--- config.mk ---
export PLATFORM = sky130hd
export DESIGN_NAME = x74_serial_rx
export DESIGN_NICKNAME = d
export VERILOG_FILES = /design/src/rtl/x74_serial_rx.sv
export SDC_FILE = /design/constraint.sdc
export NUM_CORES = 1
export LEC_CHECK = 0
export ABC_AREA = 1
export CORE_MARGIN = 5
export CORE_UTILIZATION = 50
export CTS_BUF_LIST = sky130_fd_sc_hd__clkbuf_4 sky130_fd_sc_hd__clkbuf_8
export CTS_CLUSTER_DIAMETER = 200
export CTS_CLUSTER_SIZE = 24
export DETAILED_ROUTE_END_ITERATION = 7
export GPL_ROUTABILITY_DRIVEN = 0
export PLACE_DENSITY = 0.71
export SYNTH_ARGS = -nofsm -noshare
export SYNTH_HDL_FRONTEND = slang
export SYNTH_SLANG_ARGS = --single-unit
--- constraint.sdc ---
create_clock -name ck -period 4.1 [get_ports ck]
set_input_delay 0.615 -clock ck [delete_from_list [all_inputs] [get_ports ck]]
set_output_delay 0.615 -clock ck [all_outputs]
set_load 0.05 [all_outputs]
--- src/rtl/x74_serial_rx.sv ---
// ============================================================================
// x74_serial_rx
// ----------------------------------------------------------------------------
// Serial-to-parallel frame receiver for the 4-bit link driven by the
// 74194-style shift-register transmitter.
//
// Frame on sin (idle high), every bit BIT_CLKS ck cycles long:
//     start(0) | 4 data bits | [even parity] | stop(1)
//
// The start bit is confirmed at its midpoint, and every later bit is
// sampled one full bit period after the previous sample. A good frame is
// presented on qa..qd (qa = MSB) with a valid/rd handshake.
//
// Compile-time option:
//     X74_SERIAL_RX_PARITY_EN  - when defined, an even-parity bit follows the
//                                data bits. A parity mismatch is reported
//                                like a bad stop bit.
//
// Parameters:
//     BIT_CLKS   ck cycles per serial bit, legal range 2..255.
//
// Ports:
//     ck         in   clock, rising edge
//     clr        in   asynchronous active-low reset
//     sin        in   serial line, idle high, synchronous to ck
//     msb_first  in   bit order, latched when the start bit is detected
//     rd         in   consumer acknowledge, clears valid
//     qa..qd     out  received nibble, qa = bit 3 (MSB), qd = bit 0 (LSB)
//     valid      out  qa..qd hold a frame that has not been read
//     frame_err  out  one-cycle pulse on a bad stop bit (or bad parity)
//     overrun    out  sticky: a good frame was dropped because valid was high
// ============================================================================
module x74_serial_rx #(
    parameter int unsigned BIT_CLKS = 4
) (
    input  logic ck,
    input  logic clr,
    input  logic sin,
    input  logic msb_first,
    input  logic rd,
    output logic qa,
    output logic qb,
    output logic qc,
    output logic qd,
    output logic valid,
    output logic frame_err,
    output logic overrun
);

    // Counter reload values. The start bit is re-checked half a bit after
    // it was first seen. Every other bit is sampled one full period later.
    localparam logic [7:0] HALF_PERIOD = 8'(BIT_CLKS / 2);
    localparam logic [7:0] FULL_PERIOD = 8'(BIT_CLKS);

    typedef enum logic [2:0] {
        IDLE,
        START,
        DATA,
`ifdef X74_SERIAL_RX_PARITY_EN
        PARITY,
`endif
        STOP,
        BREAK
    } state_t;

    state_t      state;
    logic [7:0]  cnt;        // cycles left until the next sample point
    logic [1:0]  bit_idx;    // data bit currently being received
    logic        order;      // msb_first as latched at start detection
    logic [3:0]  shreg;      // assembled nibble, bit 3 = qa
    logic        load_pend;  // good stop seen last cycle, hand frame over now
`ifdef X74_SERIAL_RX_PARITY_EN
    logic        par_acc;    // running XOR of the received data bits
    logic        par_bad;    // parity bit disagreed with the data
`endif

    // A sample point is reached when the counter has run down to 1. The
    // counter holds the number of edges remaining, including this one.
    logic sample_now;
    assign sample_now = (cnt == 8'd1);

    // NOTE: every register below is written with <= so that all of them see
    // the pre-edge values of each other, exactly like real flip-flops.
    always_ff @(posedge ck or negedge clr) begin
        if (!clr) begin
            state     <= IDLE;
            cnt       <= 8'd0;
            bit_idx   <= 2'd0;
            order     <= 1'b0;
            shreg     <= 4'd0;
            load_pend <= 1'b0;
            qa        <= 1'b0;
            qb        <= 1'b0;
            qc        <= 1'b0;
            qd        <= 1'b0;
            valid     <= 1'b0;
            frame_err <= 1'b0;
            overrun   <= 1'b0;
`ifdef X74_SERIAL_RX_PARITY_EN
            par_acc   <= 1'b0;
            par_bad   <= 1'b0;
`endif
        end else begin
            // Single-cycle strobes default low.
            frame_err <= 1'b0;
            load_pend <= 1'b0;

            // ----------------------------------------------------------------
            // Consumer side. The hand-over happens one cycle after the stop
            // sample, while the receiver is already back in IDLE. shreg is
            // safe to read here because nothing shifts outside DATA.
            // ----------------------------------------------------------------
            if (load_pend) begin
                if (!valid || rd) begin
                    {qa, qb, qc, qd} <= shreg;
                    valid            <= 1'b1;
                    // An rd that meets valid=1 is an accepted read, even if
                    // a new frame replaces the old one in the same cycle.
                    if (valid && rd) begin
                        overrun <= 1'b0;
                    end
                end else begin
                    // Unread frame still held. Drop the new one.
                    overrun <= 1'b1;
                end
            end else if (valid && rd) begin
                valid   <= 1'b0;
                overrun <= 1'b0;
            end

            // ----------------------------------------------------------------
            // Line-side receiver FSM
            // ----------------------------------------------------------------
            case (state)
                IDLE: begin
                    if (!sin) begin
                        state <= START;
                        cnt   <= HALF_PERIOD;
                        order <= msb_first;
                    end
                end

                START: begin
                    if (sample_now) begin
                        if (sin) begin
                            // Low pulse shorter than half a bit: a glitch.
                            state <= IDLE;
                        end else begin
                            state   <= DATA;
                            cnt     <= FULL_PERIOD;
                            bit_idx <= 2'd0;
`ifdef X74_SERIAL_RX_PARITY_EN
                            par_acc <= 1'b0;
`endif
                        end
                    end else begin
                        cnt <= cnt - 8'd1;
                    end
                end

                DATA: begin
                    if (sample_now) begin
                        // MSB-first data shifts in from the bottom, so the
                        // first bit ends up in qa. LSB-first data shifts in
                        // from the top, so the first bit ends up in qd.
                        if (order) begin
                            shreg <= {shreg[2:0], sin};
                        end else begin
                            shreg <= {sin, shreg[3:1]};
                        end
`ifdef X74_SERIAL_RX_PARITY_EN
                        par_acc <= par_acc ^ sin;
`endif
                        cnt <= FULL_PERIOD;
                        if (bit_idx == 2'd3) begin
`ifdef X74_SERIAL_RX_PARITY_EN
                            state <= PARITY;
`else
                            state <= STOP;
`endif
                        end else begin
                            bit_idx <= bit_idx + 2'd1;
                        end
                    end else begin
                        cnt <= cnt - 8'd1;
                    end
                end

`ifdef X74_SERIAL_RX_PARITY_EN
                PARITY: begin
                    if (sample_now) begin
                        // Even parity: data bits plus the parity bit must
                        // contain an even number of ones.
                        par_bad <= par_acc ^ sin;
                        state   <= STOP;
                        cnt     <= FULL_PERIOD;
                    end else begin
                        cnt <= cnt - 8'd1;
                    end
                end
`endif

                STOP: begin
                    if (sample_now) begin
                        if (!sin) begin
                            // The line is held low, possibly a break. Wait
                            // for it to go high before looking for a new start.
                            frame_err <= 1'b1;
                            state     <= BREAK;
`ifdef X74_SERIAL_RX_PARITY_EN
                        end else if (par_bad) begin
                            // The stop bit is good but the data is corrupt.
                            // The line is high, so return straight to IDLE.
                            frame_err <= 1'b1;
                            state     <= IDLE;
`endif
                        end else begin
                            load_pend <= 1'b1;
                            state     <= IDLE;
                        end
                    end else begin
                        cnt <= cnt - 8'd1;
                    end
                end

                BREAK: begin
                    if (sin) begin
                        state <= IDLE;
                    end
                end

                default: begin
                    state <= IDLE;
                end
            endcase
        end
    end

endmodule

==> results of run 1 <==
-- through the flow --
step,power (mW),utilization
after floorplan,0.845,-
after global placement,0.964,0.578
after detailed placement,0.977,0.578
after CTS,1.15,0.597
after global routing,1.25,0.597
final,1.15,0.597
-- metal layers --
metal / vias up / GRT usage / routed length, µm
li1: 627 / - / -
met1: 550 / 0.194 / 1260
met2: 36 / 0.229 / 1260
met3: 2 / 0.0385 / 179
met4: 0 / 0.0312 / 18
met5: - / 0 / 0
-- logic make-up after synthesis --
family                   after synthesis  share of synthesized area
flip-flops                            26                      0.446
AND/OR/NAND/NOR                      103                      0.319
buffers and inverters                 26                     0.0686
adder cells (fa/ha/maj)                3                     0.0257
AO/OA/AOI/OAI                         20                     0.0781
multiplexers                           6                     0.0446
XOR/XNOR                               3                     0.0180
-- area by class of cell --
type / count / area, µm² / share of cell area
timing repair buffer: 11 / 110 / 0.0663
sequential: 26 / 651 / 0.392
clock inverter: 1 / 30.0 / 0.0181
multi-input combinational: 135 / 708 / 0.427
tap: 31 / 38.8 / 0.0234
clock buffer: 3 / 22.5 / 0.0136
inverter: 26 / 100 / 0.0603
-- flip-flops by register name, summed over array words and instances (netlist names) --
name and count:
overrun 1, shreg 4, qd 1, valid 1, frame_err 1, cnt 8, state 3, load_pend 1
qa 1, qc 1, order 1, bit_idx 2, qb 1
-- power by group --
group / total, mW / switching (mW) / leakage [nW] / internal (mW)
clock network: 0.175 / 0.0761 / 0.0279 / 0.0989
registers: 0.418 / 0.0807 / 0.337 / 0.337
logic: 0.556 / 0.359 / 0.502 / 0.197
total: 1.15 / 0.516 / 0.866 / 0.632
-- cells in the mapped netlist (all sizes together) --
cell type | instances | area (µm²)
o2111ai | 2 | 17.5
xor2 | 2 | 17.5
o21ai | 14 | 70.1
nor3 | 2 | 10.0
a22oi | 1 | 7.51
dfrtp | 26 | 651
inv | 26 | 100
nand2 | 64 | 248
xnor2 | 1 | 8.76
nand4 | 4 | 25.0
ha | 3 | 37.5
nand3 | 10 | 55.1
mux2 | 4 | 45.0
nor2 | 23 | 128
mux2i | 2 | 20.0
a21oi | 3 | 18.8
-- path summary, 6_finish.rpt --
path	start	endpoint	slack, ns
hold reg to reg	load_pend	overrun	0.50
min in group asynchronous	clr	qc	0.89
max in group asynchronous	clr	bit_idx[0]	2.54
setup / recovery	valid	valid	1.97
hold / removal	load_pend	overrun	0.50
setup reg to reg	cnt[1]	cnt[4]	2.49
==> results.sh, run 1 <==
export IMPL_layoutNonFillerInstCount=233
export IMPL_r2r_cells=10
export IMPL_fin_area_um2=1660
export IMPL_setup_viol=0
export IMPL_syn_nets=195
export IMPL_netlist_instances=187
export IMPL_ant_nets=0
export IMPL_timing_setup_tns_ns=0
export IMPL_die_area_um2=4100
export IMPL_rsz0062_at_grt="false"
export IMPL_path_depth=1
export IMPL_routedWlPerCell_um=11.7
export IMPL_fin_crit_sh=0.520
export IMPL_hpwl_mm=2.10
export IMPL_max_freq_mhz=469
export IMPL_crit_arrival_ns=1.52
export IMPL_yosys_warnings=0
export IMPL_cts_sinks=26
export IMPL_cts_root_buf="clkbuf_4"
export IMPL_fillers=251
export IMPL_ir_drop_mv=0.459
export IMPL_crit_buf_inv=1
export IMPL_dieHeight_um=64.0
export IMPL_run_status="complete, no violations"
export IMPL_avgSynthCellArea_um2=7.80
export IMPL_hp_class="register to register"
export IMPL_start_util=0.525
export IMPL_final_cell_mix="nand2_1 (61), dfrtp_1 (26), inv_1 (22), nor2_1 (18), o21ai_0 (12)"
export IMPL_cts_resized_gates=0
export IMPL_fin_hold_ws_ns=0.505
export IMPL_path_class="register to output port"
export IMPL_vias=1215
export IMPL_max_stage_delay_ns=0.81
export IMPL_core_area_um2=2780
export IMPL_gr_usage_all_layers=0.143
export IMPL_p_leak_nw=0.866
export IMPL_synth_seq_cells=26
export IMPL_ioPinCount=12
export IMPL_power_density_nw_per_um2=691
export IMPL_hold_violations=0
export IMPL_skew_ns=0.00213
export IMPL_synth_seq_area_share=0.446
export IMPL_post_route_cells_drive_above_1_share=0.109
export IMPL_ys_types=25
export IMPL_drv_slew=0
export IMPL_worstPathMaxFanout=3
export IMPL_worstSetupStartpointType="register"
export IMPL_antenna_found_initial=0
export IMPL_grt_pass1_vias=1097
export IMPL_post_place_cells=229
export IMPL_tightest_slew_ns=1.14
export IMPL_die_w_um=64.0
export IMPL_relSlewSlack=0.238
export IMPL_routed_wl_mm=2.72
export IMPL_fin_ws_ns=1.97
export IMPL_path_clk_slew_ns=0.14
export IMPL_clock_latency_ns=0.32
export IMPL_io_buffer_count=11
export IMPL_grt_pass1_wl_mm=4.82
export IMPL_drt_iter0_drc=67
export IMPL_cp_cell_sequence="clkdlybuf4s50_1"
export IMPL_dr_pass1_iters=4
export IMPL_fp_row_count=19
export IMPL_cap_violations=0
export IMPL_drc=0
export IMPL_h_tree_depth=1
export IMPL_cts_setup_buffers=0
export IMPL_whs_path_depth=2
export IMPL_overflow=0
export IMPL_place_ws_ns=1.98
export IMPL_end_kind="output port"
export IMPL_finalWorstPathRequiredPeriod_ns=2.13
export IMPL_finalNetCount=211
export IMPL_tritoncts="yes"
export IMPL_syn_area_um2=1460
export IMPL_grt_max_degree=27
export IMPL_required_ns=3.48
export IMPL_layout_commonest_cell="nand2_1"
export IMPL_vias_per_cell=5.21
export IMPL_postCtsHoldBufs=0
export IMPL_cts_buffers_inserted=3
export IMPL_clockBufferDepth=2
export IMPL_place_area_um2=1610
export IMPL_critPathSlowestCell="clkdlybuf4s50_1"
export IMPL_n_antenna_cell=0
export IMPL_critical_path_top_delay_family="buffers and inverters"
export IMPL_layout_area_overhead_vs_synth_pct=13.8
(Power assumes the default switching activity.)
==> run 2, diff against run 1 <==
==> constraint.sdc (replaced) <==
create_clock -name ck -period 2 [get_ports ck]
set_input_delay 0.3 -clock ck [delete_from_list [all_inputs] [get_ports ck]]
set_output_delay 0.3 -clock ck [all_outputs]
set_load 0.05 [all_outputs]
==> run 2 against run 1 <==
Compared with the run above: final area is 0.45% higher; global-route usage grew 1.3 points; setup slack got worse by 1.8 ns; via count is 1.8% higher; sequential share of layout area is 0.18 points lower; critical endpoint unchanged; largest power group unchanged; highest routed layer unchanged.
==> results.sh, run 2 (same netlist as run 1, synthesis figures left out) <==
export IMPL_fin_crit_sh=0.905
export IMPL_path_clk_slew_ns=0.14
export IMPL_required_ns=1.70
export IMPL_n_antenna_cell=0
export IMPL_final_core_util=0.600
export IMPL_drt_iter0_drc=53
export IMPL_reg_top3="cnt x8, shreg x4, state x3"
export IMPL_cts_setup_buffers=0
export IMPL_finalWorstPathRequiredPeriod_ns=1.81
export IMPL_cap_violations=0
export IMPL_post_place_cells=230
export IMPL_clockBufferDepth=2
export IMPL_hpwl_mm=2.14
export IMPL_drc=0
export IMPL_post_route_cells_drive_above_1_share=0.113
export IMPL_antenna_found_initial=0
export IMPL_relSlewSlack=0.664
export IMPL_dieHeight_um=64.0
export IMPL_io_buffer_count=11
export IMPL_place_ws_ns=0.222
export IMPL_hp_class="input port to asynchronous set/reset pin"
export IMPL_crit_buf_inv=1
export IMPL_clock_latency_ns=0.32
export IMPL_postCtsHoldBufs=0
export IMPL_place_area_um2=1620
export IMPL_fp_row_count=19
export IMPL_path_class="register to output port"
export IMPL_p_clk_frac=0.152
export IMPL_rsz0062_at_grt="false"
export IMPL_largest_reg_flops=8
export IMPL_end_kind="output port"
export IMPL_die_area_um2=4100
export IMPL_overflow=0
export IMPL_h_tree_depth=1
export IMPL_regMostFlops="cnt"
export IMPL_worstPathMaxFanout=3
export IMPL_layout_commonest_cell="nand2_1"
export IMPL_regToRegSetupSlack_ns=0.41
export IMPL_cts_sinks=26
export IMPL_tritoncts="yes"
export IMPL_max_freq_mhz=552
export IMPL_dr_pass1_iters=5
export IMPL_multi_input_area_um2=708
export IMPL_layoutNonFillerInstCount=234
export IMPL_vias=1237
export IMPL_critPathSlowestCell="clkdlybuf4s50_1"
export IMPL_max_stage_delay_ns=0.80
export IMPL_routedWlPerCell_um=11.7
export IMPL_ant_nets=0
export IMPL_worstSetupStartpointType="register"
export IMPL_timing_setup_tns_ns=0
export IMPL_run_status="complete, no violations"
export IMPL_fin_ws_ns=0.190
export IMPL_cp_cell_sequence="clkdlybuf4s50_1"
export IMPL_pwr_share_seq=0.366
export IMPL_vias_per_cell=5.29
export IMPL_die_w_um=64.0
export IMPL_core_area_um2=2780
export IMPL_drv_slew=0
export IMPL_comb_power_share=0.483
export IMPL_sw_frac_of_total=0.448
export IMPL_grt_pass1_wl_mm=5.22
export IMPL_finalNetCount=212
export IMPL_routed_wl_mm=2.74
export IMPL_ioPinCount=12
export IMPL_layout_area_overhead_vs_synth_pct=14.3
export IMPL_fin_area_um2=1670
export IMPL_cts_resized_gates=0
export IMPL_tightest_slew_ns=0.502
export IMPL_power_density_nw_per_um2=1410
export IMPL_switchingPower_mw=1.05
export IMPL_setup_viol=0
export IMPL_fin_hold_ws_ns=0.319
export IMPL_cts_buffers_inserted=3
export IMPL_fillers=236
export IMPL_grt_pass1_vias=1161
export IMPL_final_cell_mix="nand2_1 (61), dfrtp_1 (26), inv_1 (22), nor2_1 (18), o21ai_0 (12)"
export IMPL_p_leak_nw=0.871
export IMPL_skew_ns=0.00479
export IMPL_start_util=0.525
export IMPL_seq_area_um2=651
export IMPL_cts_root_buf="clkbuf_4"
export IMPL_critical_path_top_delay_family="buffers and inverters"
export IMPL_grt_max_degree=27
export IMPL_p_int_mw=1.30
export IMPL_ir_drop_mv=0.777
export IMPL_gr_usage_all_layers=0.156
export IMPL_hold_violations=0
export IMPL_crit_arrival_ns=1.51
export IMPL_fin_total_pwr_mw=2.35
-- run 2: changes by cell type in the layout (fill, tap and decap cells not counted), sizes merged --
cell  previous run  this run
buf              0         1
-- run 2: metal layers --
| metal | share of wire | wire [µm] | global-route usage | up-vias |
|---|---|---|---|---|
| met3 | 0.043 | 118 | 0.0368 | 8 |
| li1 | - | - | - | 627 |
| met1 | 0.46 | 1270 | 0.208 | 574 |
| met2 | 0.47 | 1290 | 0.247 | 28 |
| met5 | 0 | 0 | 0 | - |
| met4 | 0.024 | 65 | 0.0545 | 0 |
-- run 2: final timing paths --
path                                 from        end  cells past startpoint
min in group ck                 load_pend    overrun                      2
worst max-delay path                valid      valid                      1
worst min register to register  load_pend    overrun                      2
worst min-delay path                  clr         qd                      2
max in group asynchronous             clr  load_pend                      2
worst max register to register     cnt[1]     cnt[4]                     10
-- run 2: power groups by stage --
stage               Sequential, mW  Combinational (mW)  Clock, mW
floorplan                    0.918               0.814          0
global placement             0.866                1.11          0
detailed placement           0.868                1.14          0
CTS                          0.859                1.14      0.374
global route                 0.887                1.31      0.398
finish                       0.859                1.13      0.357
-- run 2: layout make-up --
type | count | share of cell area
clock inverter | 1 | 0.0180
inverter | 26 | 0.0600
multi-input combinational | 135 | 0.425
sequential | 26 | 0.390
tap | 31 | 0.0233
clock buffer | 3 | 0.0135
timing repair buffer | 12 | 0.0705
-- run 2: worst register-to-register path, delay by kind of cell (launching register included) --
kind | cells | cell delay (ns)
fa+ha+maj | 1 | 0.19
flops | 1 | 0.40
simple gates | 7 | 0.74
buf+inv | 2 | 0.16
